$ cat src/rtl/fetch_unit.sv
// fetch_unit: instruction fetch with one outstanding memory request, stall hold and redirect squashing.
module fetch_unit #(
    parameter logic [31:0] RESET_PC = 32'h0000_0000
) (
    input  logic        clk,
    input  logic        rst,
    input  logic        Stall,
    input  logic        PCSrcE,
    input  logic [31:0] PCTargetE,
    output logic        imem_req,
    output logic [31:0] imem_addr,
    input  logic        imem_rvalid,
    input  logic [31:0] imem_rdata,
    output logic [31:0] InstrF,
    output logic [31:0] PCF,
    output logic [31:0] PCPlus4F,
    output logic        ValidF
);
    localparam logic [31:0] NOP = 32'h0000_0013;
    typedef enum logic [1:0] {IDLE, WAIT, HOLD, DISCARD} state_e;
    state_e      state_q, state_d;
    logic [31:0] pc_q, pc_d, instr_q, instr_d, target;
    logic        valid_q, valid_d;
    assign target   = {PCTargetE[31:2], 2'b00};
    assign PCF      = pc_q;
    assign PCPlus4F = pc_q + 32'd4;
    assign InstrF   = instr_q;
    assign ValidF   = valid_q;
    always_comb begin
        state_d   = state_q;
        pc_d      = pc_q;
        instr_d   = instr_q;
        valid_d   = valid_q;
        imem_req  = 1'b0;
        imem_addr = pc_q;
        case (state_q)
            IDLE: begin
                imem_req  = 1'b1;
                pc_d      = PCSrcE ? target : pc_q;
                imem_addr = pc_d;
                state_d   = WAIT;
            end
            WAIT: begin
                if (PCSrcE) begin
                    pc_d    = target;
                    state_d = imem_rvalid ? IDLE : DISCARD;
                end else if (imem_rvalid) begin
                    instr_d = imem_rdata;
                    valid_d = 1'b1;
                    state_d = HOLD;
                end
            end
            HOLD: begin
                // a redirect overrides a stall
                if (PCSrcE || !Stall) begin
                    imem_req  = 1'b1;
                    pc_d      = PCSrcE ? target : PCPlus4F;
                    imem_addr = pc_d;
                    valid_d   = 1'b0;
                    instr_d   = NOP;
                    state_d   = WAIT;
                end
            end
            DISCARD: begin
                pc_d    = PCSrcE ? target : pc_q;
                state_d = imem_rvalid ? IDLE : DISCARD;
            end
            default: state_d = IDLE;
        endcase
        if (rst) imem_req = 1'b0;
    end
    always_ff @(posedge clk) begin
        if (rst) begin
            state_q <= IDLE;
            pc_q    <= RESET_PC;
            instr_q <= NOP;
            valid_q <= 1'b0;
        end else begin
            state_q <= state_d;
            pc_q    <= pc_d;
            instr_q <= instr_d;
            valid_q <= valid_d;
        end
    end
endmodule

$ cat config.mk
export PLATFORM = sky130hd
export DESIGN_NAME = fetch_unit
export DESIGN_NICKNAME = d
export VERILOG_FILES = /design/src/rtl/fetch_unit.sv
export SDC_FILE = /design/constraint.sdc
export NUM_CORES = 1
export LEC_CHECK = 0
export ABC_AREA = 1
export ABC_CLOCK_PERIOD_IN_PS = 3200
export BUFFER_PORTS_ARGS = -buffer_cell sky130_fd_sc_hd__buf_2
export CORE_MARGIN = 3
export CORE_UTILIZATION = 50
export DETAILED_ROUTE_END_ITERATION = 10
export HOLD_SLACK_MARGIN = 0.03
export MAX_ROUTING_LAYER = met4
export PLACE_DENSITY = 0.92
export SKIP_LAST_GASP = 1
export SLEW_MARGIN = 20
export SYNTH_ARGS = -nofsm -noshare
export SYNTH_HDL_FRONTEND = slang
export SYNTH_SLANG_ARGS = --single-unit
$ cat constraint.sdc
create_clock -name clk -period 3.2 [get_ports clk]
set_input_delay 0.48 -clock clk [delete_from_list [all_inputs] [get_ports clk]]
set_output_delay 0.48 -clock clk [all_outputs]
set_load 0.02 [all_outputs]
* Yosys cells after proc, flatten, opt, wreduce, memory -nomap -nowiden *
Index checks and enable logic that the tools add are counted.

operators by class
  add/subtract/negate cells = 1
  eq/ne operators = 7
  multiplexer cells = 21
  reduce and logical (&&, ||, !) cells = 7

operators with widths
  cell                     count
  $mux W32                 6
  $pmux W32 S2             3
  $add A32 B3 Y32 const B  1
  $mux W2                  4
  $pmux W2 S4              1
  $ne A2 B2 Y1 const B     3
  $mux W1                  5
  $eq A2 B2 Y1 const B     2
  $pmux W1 S2              2
  $reduce_and A4 Y1        1
  $ne A3 B3 Y1 const B     1
  $reduce_or A3 Y1         1
  $eq A2 B1 Y1 const B     1
  $logic_not A2 Y1         1
  $reduce_and A2 Y1        1
  $reduce_bool A2 Y1       1
  $logic_not A1 Y1         1
  $logic_or A1 B1 Y1       1

word-level totals
  register bits = 67
  input port bits = 69
  output and inout bits = 130
  word-level logic and storage cells = 40

* Logic depth before layout (Yosys ltp) *
Gate-level depths: netlist of run 1.

  depth after elaboration = 5
  mapped depth = 13

* Worst setup path after synthesis of run 1 *
No wires, ideal clock.

  path kind = reg2out
  start point = register pc_q[3], in the netlist PCF[3]
  end point = output port imem_addr[28]
  arrival = 2.254 ns
  required time = 2.720 ns
  slack = 0.466 ns
  stages on the path, launching flop included = 12
  path buffers = 0
  cells stage by stage = dfxtp_1 > ha_1 > nand3_2 > nor2_1 > nand2_1 > nor2_1 > nand2_1 > xor2_1 > nand2_1 > nand2_1 > nand2_1 > o21ai_0

between the ends
  longest elaborated chain between the ends = 4

ends and longest elaborated chain
  item                      RTL line  text
  start: declaration        22        logic [31:0] pc_q, pc_d, instr_q, instr_d, target;
  start signal: assignment  80        pc_q <= pc_d;
  $add A32 B3 Y32           26        assign PCPlus4F = pc_q + 32'd4;
  named net PCPlus4F[28]    16        output logic [31:0] PCPlus4F,
  $mux W32                  57        pc_d = PCSrcE ? target : PCPlus4F;
  $mux W32                  55        if (PCSrcE || !Stall) begin
  $pmux W32 S2              36        case (state_q)
  end: declaration          11        output logic [31:0] imem_addr,

The timed path passes the listed nets, and every way through them passes these cells.

* Final worst setup path of run 1 *
  start point = register state_q[1]
  end point = output port imem_addr[31]

between the ends
  longest elaborated chain between the ends = 2
  elaborated cells on any way between the ends = 3
  classes of those cells = eq/ne: 1; mux: 1; reduce/logical: 1

ends and longest elaborated chain
  item                                              RTL line  text
  start: declaration                                21        state_e state_q, state_d;
  start signal: assignment                          79        state_q <= state_d;
  $eq A2 B2 Y1 or $logic_not A2 Y1 (tied branches)  36
  $pmux W32 S2 (*)                                  36

Mark *: on every way between the ends. The rest lies on a longest branch, timed or not.

==> reports/metrics.cfg, run 1 <==
[finish]
n_antenna_cell=0
nets=893
final_layout_size_suffix_gt1_frac=0.287
area.growth.synth_to_final_pct=30.8
fin_util=0.677

[synth]
seq_area_frac_synth=0.332
ys_ff_latch=67
syn_area_um2=4040
synthSimpleGateAreaFrac=0.351
synth_cells=642
synth_area_per_cell_um2=6.30
synth_nets=712
ys_types=41
synth_compound_area_frac=0.190
synth_top_family_by_area=simple AND/OR/NAND/NOR gates
muxShareOfSynthArea=0
synth_xor_area_frac=0.0430
ys_warn_count=0
synthAdderAreaFrac=0.00309

[sta]
min_period_ns=3.03
setup_viol=0
worst_slew_pin_slew_ns=0.860
hold_violations=0
setup_tns_ns=0
skew_ns=0.00917
fin_crit_sh=0.946
maxSlewHeadroom=0.426
fmax_ghz=0.330
rsz0062_at_grt=false
slew_viol_final=0

[detailed_routing]
vias=4988
first_iter_violations=474
firstDrtPassIters=5
routed_wl_um=13500
wl_per_cell_um=14.5
vias_per_cell=5.36
drc_errors=0
ant_nets=0

[place]
post-dp-hpwl_um=10100
finalWeightedCongestion=0.931
port_buffers=196

[critical_path]
setup.worst_path.class=flop to output port
end_kind=output port
worstSetupStartpointType=flop
crit_top_cell=nand2_1
worstPathRequired_ns=2.72
path_cells=nand2_1 -> inv_2 -> nand2_1 -> nor2_4 -> nand3_1 -> nand2_1 -> nand2_1 -> o21ai_0 -> buf_2
cp_data_arrival_time_ns=2.55
max_stage_delay_ns=0.47
critPathBufInv=2
cp_slowest_cell=nor2_4
cp_max_fo=15
crit_family=simple AND/OR/NAND/NOR gates

[clock_network]
h-tree-depth=3
cts_sinks=67
post_cts_buffers=0
cts_root_buffer=clkbuf_8
cts_inserted_buffers=9
clk_pin_slew_ns=0.08
max-clock-path-buffers=2
postCtsResizedCells=0
clk_latency_ns=0.34
postCtsHoldBufs=0
cts_tree=built

[pwr]
cellPowerDensity_nw_per_um2=512
leakagePower_nw=2.69
total_power_mw=2.71
ir_drop_v=0.000471

[global_route]
grt_max_degree=56
grt_pass1_vias=4450
antenna_found_initial=0
grt_usage=0.291
grt_overflow_total=0
grt_pass1_wl_um=20500

[worst_hold_path]
hold_class=primary input to flop

[floorplanning]
core_area_um2=7810
initial_core_util=0.518
row_count=32
die_area_um2=9200
die_height_um=95.9
io_pins=199
die_w_um=95.9

[run]
maxCapViolCount=0

[status]
outcome=finished clean

-- layout by cell type, fill, tap and decap left out, types with 3 or more instances in the layout --
cell,n
a32oi_1,3
o21ai_0,31
bufinv_16,3
xor2_1,17
nand4_1,7
buf_4,6
inv_1,40
nand3_1,19
and2_1,7
a21oi_1,56
o22ai_1,19
nor2_4,3
inv_2,5
nand2_1,238
clkbuf_8,9
dfxtp_1,67
or2_2,4
nor2_1,58
a21o_1,3
buf_2,196
a22oi_1,9
-- through the flow --
stage                     setup slack, ns  hold slack (ns)  cells  instance area (um^2)
after floorplan                     0.466            0.537    642                  4040
after global placement              0.521            0.449    914                  5040
after detailed placement            0.486            0.452    914                  5040
after CTS                           0.167            0.353    930                  5290
after global routing               0.0284            0.358    930                  5290
final                               0.174            0.359    930                  5290
-- registers in the layout, summed over array words and instances (netlist names) --
name,cells
state_q,2
PCF,32
InstrF,32
ValidF,1
-- synth_stat cells (all sizes together) --
master / n / area, um^2
nand3b: 1 / 7.51
inv: 45 / 169
clkbuf: 19 / 71.3
ha: 1 / 12.5
and2: 7 / 43.8
buf: 13 / 86.3
dfxtp: 67 / 1340
o31ai: 1 / 7.51
a21oi: 56 / 280
a32oi: 3 / 26.3
o22ai: 19 / 119
nand2: 240 / 906
xor2: 18 / 165
o21a: 1 / 7.51
nand4: 7 / 43.8
a211oi: 1 / 7.51
a21o: 3 / 22.5
a21boi: 2 / 15.0
or2: 4 / 25.0
nor3: 3 / 20.0
a22oi: 10 / 88.8
nand3: 20 / 105
o311ai: 1 / 8.76
xnor2: 1 / 8.76
o31a: 1 / 8.76
nor2: 63 / 262
o21ai: 32 / 160
o221ai: 2 / 17.5
nor3b: 1 / 7.51
-- per-layer routing --
metal	part of all wire	GRT usage
met1	0.39	0.336
met5	0	-
met2	0.47	0.482
met3	0.11	0.0586
met4	0.034	0.145
-- final timing paths --
check	depth (start not counted)	from	slack (ns)	end
worst max register to register	7	state_q[1]	0.85	InstrF[20]
worst min-delay path	3	imem_rdata[1]	0.36	InstrF[1]
worst min register to register	2	InstrF[28]	0.46	InstrF[28]
worst max-delay path	9	state_q[1]	0.17	imem_addr[31]
-- worst min-delay path, stage by stage --
cell and delay [ns]:
buf_2 0.08, o22ai_1 0.06, nand2_1 0.05
-- cells by family after synthesis --
family	after synthesis
flip-flops	67
AND/OR/NAND/NOR	346
adder cells (fa/ha/maj)	1
XOR/XNOR	19
buffers and inverters	77
AO/OA/AOI/OAI	132
-- cell type report --
type / instances / area [um^2]
fill: 712 / 2520
clock buffer: 9 / 124
tap: 102 / 128
clock inverter: 7 / 123
inverter: 45 / 169
timing repair buffer: 202 / 1030
sequential: 67 / 1340
multi-input combinational: 498 / 2380
-- power by group --
group,internal (mW),leakage [nW],switching [mW]
registers,0.903,0.549,0.0702
clock network,0.523,0.116,0.363
logic,0.273,2.02,0.573
total,1.70,2.69,1.01
Power figures use the tool's default switching activity.
==> run 2, diff against run 1 <==
CELL_PAD_IN_SITES_DETAIL_PLACEMENT = 0   (was unset)
CELL_PAD_IN_SITES_GLOBAL_PLACEMENT = 1   (was unset)
CORE_UTILIZATION = 33   (was 50)
GPL_ROUTABILITY_DRIVEN = 0   (was unset)
==> run 2 against run 1 <==
Final cell count is 4.4% higher. Power is 2.7% higher. Largest cell class unchanged. Largest power group unchanged. Routed wire length is 12% higher. Sequential power hardly changed.
==> reports/metrics.cfg, run 2 (same netlist as run 1, synthesis figures left out) <==
[clock_network]
h-tree-depth=3  ; unchanged
postCtsHoldBufs=0  ; unchanged
cts_tree=built
cts_root_buffer=clkbuf_16
clk_pin_slew_ns=0.05  ; -0.03 ns
cts_inserted_buffers=9  ; unchanged
cts_sinks=67  ; unchanged
max-clock-path-buffers=2  ; unchanged
clk_latency_ns=0.34  ; about the same

[critical_path]
r2r_setup_slack_ns=0.83  ; -0.02 ns
reg2reg_from=state_q[1]
cp_max_fo=15  ; unchanged
max_stage_delay_ns=0.48  ; about the same
r2r_end=InstrF[31]
cp_slowest_cell=nor2_4
worstPathRequired_ns=2.72  ; about the same
reg2regPathDepth=8  ; +1
critPathBufInv=2  ; unchanged
cp_data_arrival_time_ns=2.52  ; -0.03 ns
end_kind=output port
setup.worst_path.class=flop to output port
crit_family=simple AND/OR/NAND/NOR gates
worstSetupStartpointType=flop
crit_top_cell=nand2_1
path_cells=nand2_1 -> inv_2 -> nand2_1 -> nor2_4 -> nand3_1 -> nand2_1 -> nand2_1 -> o21ai_0 -> buf_2

[worst_hold_path]
hold_class=primary input to flop
hold_end=InstrF[0]
whs_path_depth=3  ; unchanged
hp-start=imem_rdata[0]

[pwr]
seq_power_share=0.351  ; -0.009
swShare=0.367  ; -0.00519
ir_drop_v=0.000304  ; -35%
clkPwrFrac=0.341  ; +0.014
p_comb_frac=0.308  ; -0.005
p_int_mw=1.76  ; +3.5%
power_switching_mw=1.02  ; +1.3%
leakagePower_nw=2.72  ; +0.93%
cellPowerDensity_nw_per_um2=517  ; +0.97%

[detailed_routing]
routed_wl_um=15100  ; +12%
ant_nets=0  ; unchanged
first_iter_violations=348  ; -27%
firstDrtPassIters=5  ; unchanged
wl_per_cell_um=15.5  ; +7.0%
vias_per_cell=5.00  ; -6.8%
vias=4853  ; -2.7%
drc_errors=0  ; unchanged

[sta]
layout_setup_ws_ns=0.197  ; +0.0236 ns
worst_slew_pin_slew_ns=0.897  ; +0.0366 ns
rsz0062_at_grt=false
setup_viol=0  ; unchanged
maxSlewHeadroom=0.401  ; -0.0244
setup_tns_ns=0  ; unchanged
fmax_ghz=0.333  ; +0.79%
slew_viol_final=0  ; unchanged
skew_ns=0.00756  ; -0.00161 ns
min_period_ns=3.00  ; -0.0236 ns
fin_crit_sh=0.938  ; -0.00737
hold_violations=0  ; unchanged

[global_route]
grt_pass1_wl_um=23100  ; +13%
grt_pass1_vias=4664  ; +4.8%
antenna_found_initial=1  ; +1
grt_overflow_total=0  ; unchanged
grt_max_degree=56  ; unchanged
grt_usage=0.224  ; -0.0673

[place]
port_buffers=196  ; unchanged
pre_cts_ws_ns=0.478  ; -0.00813 ns
post-dp-hpwl_um=11300  ; +12%

[floorplanning]
io_pins=199  ; unchanged
core_area_um2=11700  ; +50%
row_count=39  ; +22%
initial_core_util=0.345  ; -0.173
die_area_um2=13600  ; +48%
die_height_um=117  ; +22%
die_w_um=117  ; +22%

[run]
maxCapViolCount=0  ; unchanged

[finish]
final_layout_size_suffix_gt1_frac=0.287  ; -0.000862
nets=893  ; unchanged
layout_common_cells=nand2_1 (237), buf_2 (196), dfxtp_1 (67)
area.growth.synth_to_final_pct=33.0
final_common_cell=nand2_1

[status]
outcome=finished clean

run 2: cell count changes in the layout (fill, tap and decap cells not counted):
cell and change:
bufinv_16 -3, clkbuf_1 +1, clkbuf_16 +9, clkbuf_8 -6, clkinv_2 +2, clkinvlp_4 -2, diode_2 +1, inv_6 -2
nand2_1 -1, nand2_2 +1
run 2: layout make-up:
| type | instances | area [um^2] |
|---|---|---|
| multi-input cells | 498 | 2380 |
| fillers | 1293 | 6330 |
| repair buffers | 202 | 1030 |
| flip-flops and latches | 67 | 1340 |
| clock buffers | 13 | 270 |
| diodes | 1 | 2.50 |
| clock inverters | 2 | 10.0 |
| well taps | 143 | 179 |
| inverters | 45 | 169 |
run 2: repair_timing:
action                                  4_1_cts  5_1_grt
gates resized for setup                       0        2
hold endpoints to repair                      0        0
setup buffers                                 0        0
endpoints found under the setup margin        0        6
run 2: worst min-delay path: stages:
cell and delay [ns]:
buf_2 0.08, o22ai_1 0.06, nand2_1 0.05
run 2: how the worst max path moves through the flow:
stage,slack [ns],depth (start not counted),end,startpoint
final,0.20,9,imem_addr[31],state_q[1]
after global routing,0.004,9,imem_addr[31],state_q[1]
after CTS,0.14,10,imem_addr[12],state_q[1]
after detailed placement,0.48,10,imem_addr[31],PCSrcE
after global placement,0.44,10,imem_addr[31],PCSrcE
after floorplan,0.47,11,imem_addr[28],PCF[3]
run 2: layer usage:
metal	global-route usage	up-vias	wire, um
met2	0.367	225	7010
li1	-	2449	-
met4	0.0872	0	355
met3	0.0503	24	1300
met5	-	-	0
met1	0.268	2155	6390
run 2: per-stage QoR:
step,std cells,hold WS (ns),power [mW],util,area [um^2]
detailed placement,955,0.455,1.85,0.435,5090
global route,971,0.376,2.93,0.459,5380
floorplan,642,0.537,1.55,-,4040
finish,971,0.365,2.78,0.459,5380
global placement,955,0.449,1.85,0.435,5090
CTS,970,0.353,2.81,0.459,5370
run 2: power groups by stage:
stage	Clock [mW]	Sequential, mW	Combinational (mW)
3_5_place_dp	0	0.992	0.859
2_1_floorplan	0	1.06	0.488
5_1_grt	1.00	0.985	0.944
4_1_cts	0.975	0.975	0.861
3_3_place_gp	0	0.989	0.859
6_report	0.949	0.975	0.855
